File: src/rtl/rs_dec_out_ctrl.sv
// Output-side controller for the Reed-Solomon decoder core.
// Forwards the K information bytes of each corrected block as a framed byte
// stream, strips the parity symbols and attaches fail status and statistics.
module rs_dec_out_ctrl #(
    parameter int unsigned K = 223,
    parameter int unsigned N = 255
) (
    input  logic        ClkI_Dec8,
    input  logic        Rst,
    input  logic [7:0]  CodeOut,
    input  logic        OutValid,
    input  logic        OutStart,
    input  logic        DecFailI,
    output logic [7:0]  DataO,
    output logic        EnO,
    output logic        SofO,
    output logic        EofO,
    output logic        FailO,
    output logic        AbortO,
    output logic [15:0] BlkCnt,
    output logic [15:0] FailCnt,
    output logic        ProtoErr
);

    localparam int unsigned IDX_W  = 8;
    localparam int unsigned CNT_W  = 16;
    localparam logic [IDX_W-1:0] K_LAST = IDX_W'(K - 1);
    localparam logic [IDX_W-1:0] N_LAST = IDX_W'(N - 1);
    localparam logic [CNT_W-1:0] CNT_MAX = {CNT_W{1'b1}};

    typedef enum logic [1:0] {
        IDLE   = 2'd0,
        DATA   = 2'd1,
        PARITY = 2'd2
    } state_t;

    state_t           state;
    logic [IDX_W-1:0] idx;
    logic             fail_q;

    // Block framing FSM with registered stream outputs and saturating statistics
    always_ff @(posedge ClkI_Dec8 or negedge Rst) begin
        if (!Rst) begin
            state    <= IDLE;
            idx      <= '0;
            fail_q   <= 1'b0;
            DataO    <= 8'h00;
            EnO      <= 1'b0;
            SofO     <= 1'b0;
            EofO     <= 1'b0;
            FailO    <= 1'b0;
            AbortO   <= 1'b0;
            BlkCnt   <= '0;
            FailCnt  <= '0;
            ProtoErr <= 1'b0;
        end else begin
            // Stream strobes are single-cycle; DataO is zero on idle cycles
            DataO  <= 8'h00;
            EnO    <= 1'b0;
            SofO   <= 1'b0;
            EofO   <= 1'b0;
            FailO  <= 1'b0;
            AbortO <= 1'b0;

            if (OutValid) begin
                if (OutStart) begin
                    // A start outside IDLE abandons the running block without EofO
                    if (state != IDLE) begin
                        AbortO <= 1'b1;
                    end
                    DataO  <= CodeOut;
                    EnO    <= 1'b1;
                    SofO   <= 1'b1;
                    FailO  <= DecFailI;
                    fail_q <= DecFailI;
                    if (BlkCnt != CNT_MAX) begin
                        BlkCnt <= BlkCnt + CNT_W'(1);
                    end
                    if (DecFailI && (FailCnt != CNT_MAX)) begin
                        FailCnt <= FailCnt + CNT_W'(1);
                    end
                    idx <= IDX_W'(1);
                    // A one-byte information field ends on the start byte itself
                    if (K_LAST == '0) begin
                        EofO  <= 1'b1;
                        state <= PARITY;
                    end else begin
                        state <= DATA;
                    end
                end else begin
                    unique case (state)
                        IDLE: begin
                            ProtoErr <= 1'b1;
                        end
                        DATA: begin
                            DataO <= CodeOut;
                            EnO   <= 1'b1;
                            FailO <= fail_q;
                            idx   <= idx + IDX_W'(1);
                            if (idx == K_LAST) begin
                                EofO  <= 1'b1;
                                state <= PARITY;
                            end
                        end
                        PARITY: begin
                            if (idx == N_LAST) begin
                                idx   <= '0;
                                state <= IDLE;
                            end else begin
                                idx <= idx + IDX_W'(1);
                            end
                        end
                        default: begin
                            idx   <= '0;
                            state <= IDLE;
                        end
                    endcase
                end
            end
        end
    end

endmodule

File: config.mk
export PLATFORM = sky130hd
export DESIGN_NAME = rs_dec_out_ctrl
export DESIGN_NICKNAME = d
export VERILOG_FILES = /design/src/rtl/rs_dec_out_ctrl.sv
export SDC_FILE = /design/constraint.sdc
export NUM_CORES = 1
export LEC_CHECK = 0
export ABC_CLOCK_PERIOD_IN_PS = 5800
export BUFFER_PORTS_ARGS = -buffer_cell sky130_fd_sc_hd__buf_4
export CAP_MARGIN = 15
export CORE_UTILIZATION = 60
export CTS_BUF_LIST = sky130_fd_sc_hd__clkbuf_4
export CTS_CLUSTER_DIAMETER = 30
export DETAILED_ROUTE_END_ITERATION = 6
export GPL_TIMING_DRIVEN = 0
export HOLD_SLACK_MARGIN = 0.05
export PLACE_DENSITY = 0.87
export SYNTH_ARGS = -nofsm -noshare
export SYNTH_HDL_FRONTEND = slang
export SYNTH_SLANG_ARGS = --single-unit
export TNS_END_PERCENT = 100
File: constraint.sdc
create_clock -name ClkI_Dec8 -period 5.8 [get_ports ClkI_Dec8]
set_clock_uncertainty 0.2 [all_clocks]
set_input_delay 0.58 -clock ClkI_Dec8 [delete_from_list [all_inputs] [get_ports ClkI_Dec8]]
set_output_delay 0.58 -clock ClkI_Dec8 [all_outputs]
set_load 0.02 [all_outputs]
==> impl_summary.log <==
[metrics] result of the run: completed
[metrics] hold crit path type: in -> reg
[metrics] kind of end point of the critical path: flip-flop
[metrics] startpoint of the worst-slack reg-to-reg timing path: state[1]
[metrics] number of synthesized flops with an enable pin: 0
[metrics] Post-route DRC: 0
[metrics] setup repair after global routing missed its margin: false
[metrics] via density per instance: 5.62
[metrics] antenna violations before repair: 0
[metrics] number of instances on the worst hold path: 2
[metrics] maximum number of pins on one net before global-route repair: 58
[metrics] Post-Synthesis Mean Instance Area: 10.8 um2
[metrics] share of the yosys chip area belonging to registers: 52.5%
[metrics] transition time of the tightest slew-check pin: 0.686 ns
[metrics] flop-to-flop setup slack: 3.56 ns
[metrics] power after layout: 1090 uW
[metrics] share of flip-flops with an asynchronous set or reset after synthesis: 100%
[metrics] startpoint of the tightest hold check path: CodeOut[6]
[metrics] remaining global-route overflow: 0
[metrics] fraction of layout instances using a drive strength above 1: 29.8%
[metrics] Synth cell types: 48
[metrics] master cell of the clock root buffer: sky130_fd_sc_hd__clkbuf_4
[metrics] worst setup path category: reg -> reg
[metrics] worst-case clock buffer depth: 2
[metrics] Setup Total Neg Slack: 0 ns
[metrics] final setup vio count: 0
[metrics] CTS tree: yes
[metrics] die footprint: 4800 um2
[metrics] top_reg_cell synth: sky130_fd_sc_hd__dfrtp_1
[metrics] number of placement rows: 24
[metrics] Worst Hold Path EP: DataO[6]
[metrics] FF+latch count, synth: 57
[metrics] # port buffers: 57
[metrics] total routed wirelength: 5340 um
[metrics] number of nets in the layout: 340
[metrics] wire length of the first global-routing pass: 9130 um
[metrics] power per cell area: 328 nW/um2
[metrics] highest clock rate: 445 MHz
[metrics] clock slew seen by the registers of the worst setup and hold paths: 0.10 ns
[metrics] violation count after the first detailed-routing iteration: 127
[metrics] area of the multi-input gates: 1240 um2
[metrics] number of buffers inserted by post-CTS setup repair: 0
[metrics] worst path arrival time: 2.33 ns
[metrics] top-area cell type share of the netlist area: 52.5%
[metrics] nets in the synthesized netlist: 271
[metrics] RD Place Congestion: 0.801
[metrics] Initial Utilization: 62.4%
[metrics] detail-routed net length per standard cell: 14.2 um
[metrics] final critical-path share of the clock period: 38.7%
[metrics] Final Hold Fails: 0
[metrics] number of maximum-capacitance constraint violations: 0
[metrics] width of the die: 69.3 um
[metrics] flip-flop and latch area: 1430 um2
[metrics] Resize count post-CTS: 0
[metrics] CP startpoint kind: flip-flop
[metrics] library cell occupying the most area in the post-synthesis netlist: sky130_fd_sc_hd__dfrtp_1
[metrics] antenna diode count: 0
[metrics] post-route worst hold slack: 0.189 ns
[metrics] minimum clock period: 2.24 ns
[metrics] I/O pins: 59
[metrics] TritonRoute pass-1 iters: 4
[metrics] number of nets with antenna violations after detailed routing: 0
[metrics] global-route total usage across every layer: 24.0%
[metrics] # H-tree levels: 3
[metrics] clk_lat worst skew: 0.39 ns
[metrics] Post-DP HPWL: 3670 um
[metrics] total leakage power: 0.00163 uW
[metrics] fin util: 76.5%
[metrics] overall die height: 69.3 um
[metrics] Synth area leaders: sky130_fd_sc_hd__dfrtp_1 (53%), sky130_fd_sc_hd__xnor2_1 (4.5%), sky130_fd_sc_hd__nand2_1 (3.9%)
[metrics] via count of the first global-routing pass: 2082
[metrics] final max-slew violation count: 0
[metrics] capture instance of the worst register-to-register path: idx[2]
[metrics] number of instances in the synthesized netlist: 251
[metrics] placeable core region: 4350 um2
[metrics] headroom to the max-slew limit: 54.3%
[metrics] vias after detailed routing: 2117
[metrics] worst reg-to-reg path cell count: 7
[metrics] peak supply drop: 0.276 mV
[metrics] number of inserted filler cells in the final layout: 306
[metrics] Synth Cell Area: 2720 um2
[metrics] growth of design area from synthesis to finish: 22.6%
[metrics] number of sinks on the clock net: 57
[metrics] TritonCTS buffer count: 9
[metrics] Crit Path Max Fanout: 10
[metrics] number of warnings reported in the yosys synthesis log: 0
[metrics] Worst Path Required: 5.88 ns
## cells in the mapped netlist (all sizes together) (2+ instances only)
library cell and count:
a21o 6, a21oi 11, a22oi 2, and2 9, and3 5, and4 5
buf 3, dfrtp 57, ha 7, inv 9, mux2 3, mux2i 2
nand2 29, nand3 14, nand4 9, nor2 22, nor3 5, nor4 3
nor4b 3, o21a 2, o21ai 7, or3 4, xnor2 14, xor2 10
## layer usage
metal / vias up / routed length, um / global-route usage [%]
met1: 1025 / 2420 / 30.1
met4: 0 / 80 / 11.3
met3: 8 / 277 / 5.23
met2: 63 / 2560 / 39.7
li1: 1021 / - / -
met5: - / 0 / 0
## where the power goes
group | switching, uW | internal, uW
sequential | 73.5 | 460
combinational | 181 | 144
clock | 144 | 89.7
## area by class of cell
class                           count  area share (%)
Buffer                              3           0.526
Clock buffer                       10            2.25
Clock inverter                      6            1.05
Inverter                            9            1.01
Multi-Input combinational cell    182            37.2
Sequential cell                    57            42.8
Tap cell                           52            1.95
Timing Repair Buffer               58            13.2
## stage by stage
stage               std cells  setup slack (ns)  cell area [um2]
global route              377              3.37             3330
detailed placement        360              3.60             3210
finish                    377              3.56             3330
CTS                       377              3.57             3330
global placement          360              3.65             3210
floorplan                 251              3.81             2720
## critical path, stage by stage, from the launching register on
cell and delay (ns):
sky130_fd_sc_hd__dfrtp_1 0.43, sky130_fd_sc_hd__inv_1 0.11, sky130_fd_sc_hd__ha_1 0.25, sky130_fd_sc_hd__inv_1 0.06, sky130_fd_sc_hd__o21ai_1 0.51, sky130_fd_sc_hd__buf_2 0.34, sky130_fd_sc_hd__nor4_1 0.07, sky130_fd_sc_hd__a21o_1 0.16
## how the worst max path moves through the flow
stage	slack (ns)	to	startpoint	cells past startpoint
after floorplan	3.81	BlkCnt[13]	BlkCnt[0]	6
after global placement	3.65	idx[2]	state[1]	7
after detailed placement	3.60	idx[2]	state[1]	7
after CTS	3.57	idx[2]	state[1]	7
after global routing	3.37	idx[2]	state[1]	7
final	3.56	idx[2]	state[1]	7
## flip-flops by register name (all words and copies together) (netlist names)
register,count
EnO,1
idx,8
SofO,1
state,2
FailCnt,16
FailO,1
BlkCnt,16
fail_q,1
AbortO,1
ProtoErr,1
DataO,8
EofO,1
## repair_timing
item,CTS,global route
hold buffers,1,0
endpoints found under the setup margin,0,0
endpoints found under the hold margin,20,0
## cells in the final DEF (no fill, tap or decap), drive strengths merged, types with 2 or more instances in the layout
cell type and n:
and2 9, ha 7, mux2i 2, nor4 3, and4 5, nand3 14, buf 60, xor2 10
dfrtp 57, nor4b 3, nor3 5, clkbuf 10, a21o 6, o21ai 7, nor2 22, a22oi 2
a21oi 11, and3 5, xnor2 14, mux2 3, o21a 2, inv 9, nand2 29, clkinv 4
or3 4, clkinvlp 2, nand4 9
## kinds of logic (layout without fill, tap and decap cells)
family                   after synthesis  after routing  synth area share, %
AND/OR/NAND/NOR                      111            111                 23.9
flip-flops                            57             57                 52.5
AO/OA/AOI/OAI                         35             35                 8.75
XOR/XNOR                              24             24                 7.74
buffers and inverters                 12             86                 1.89
adder cells (fa/ha/maj)                7              7                 3.22
multiplexers                           5              5                 1.98
No activity file was read; power rests on OpenSTA's default activity.
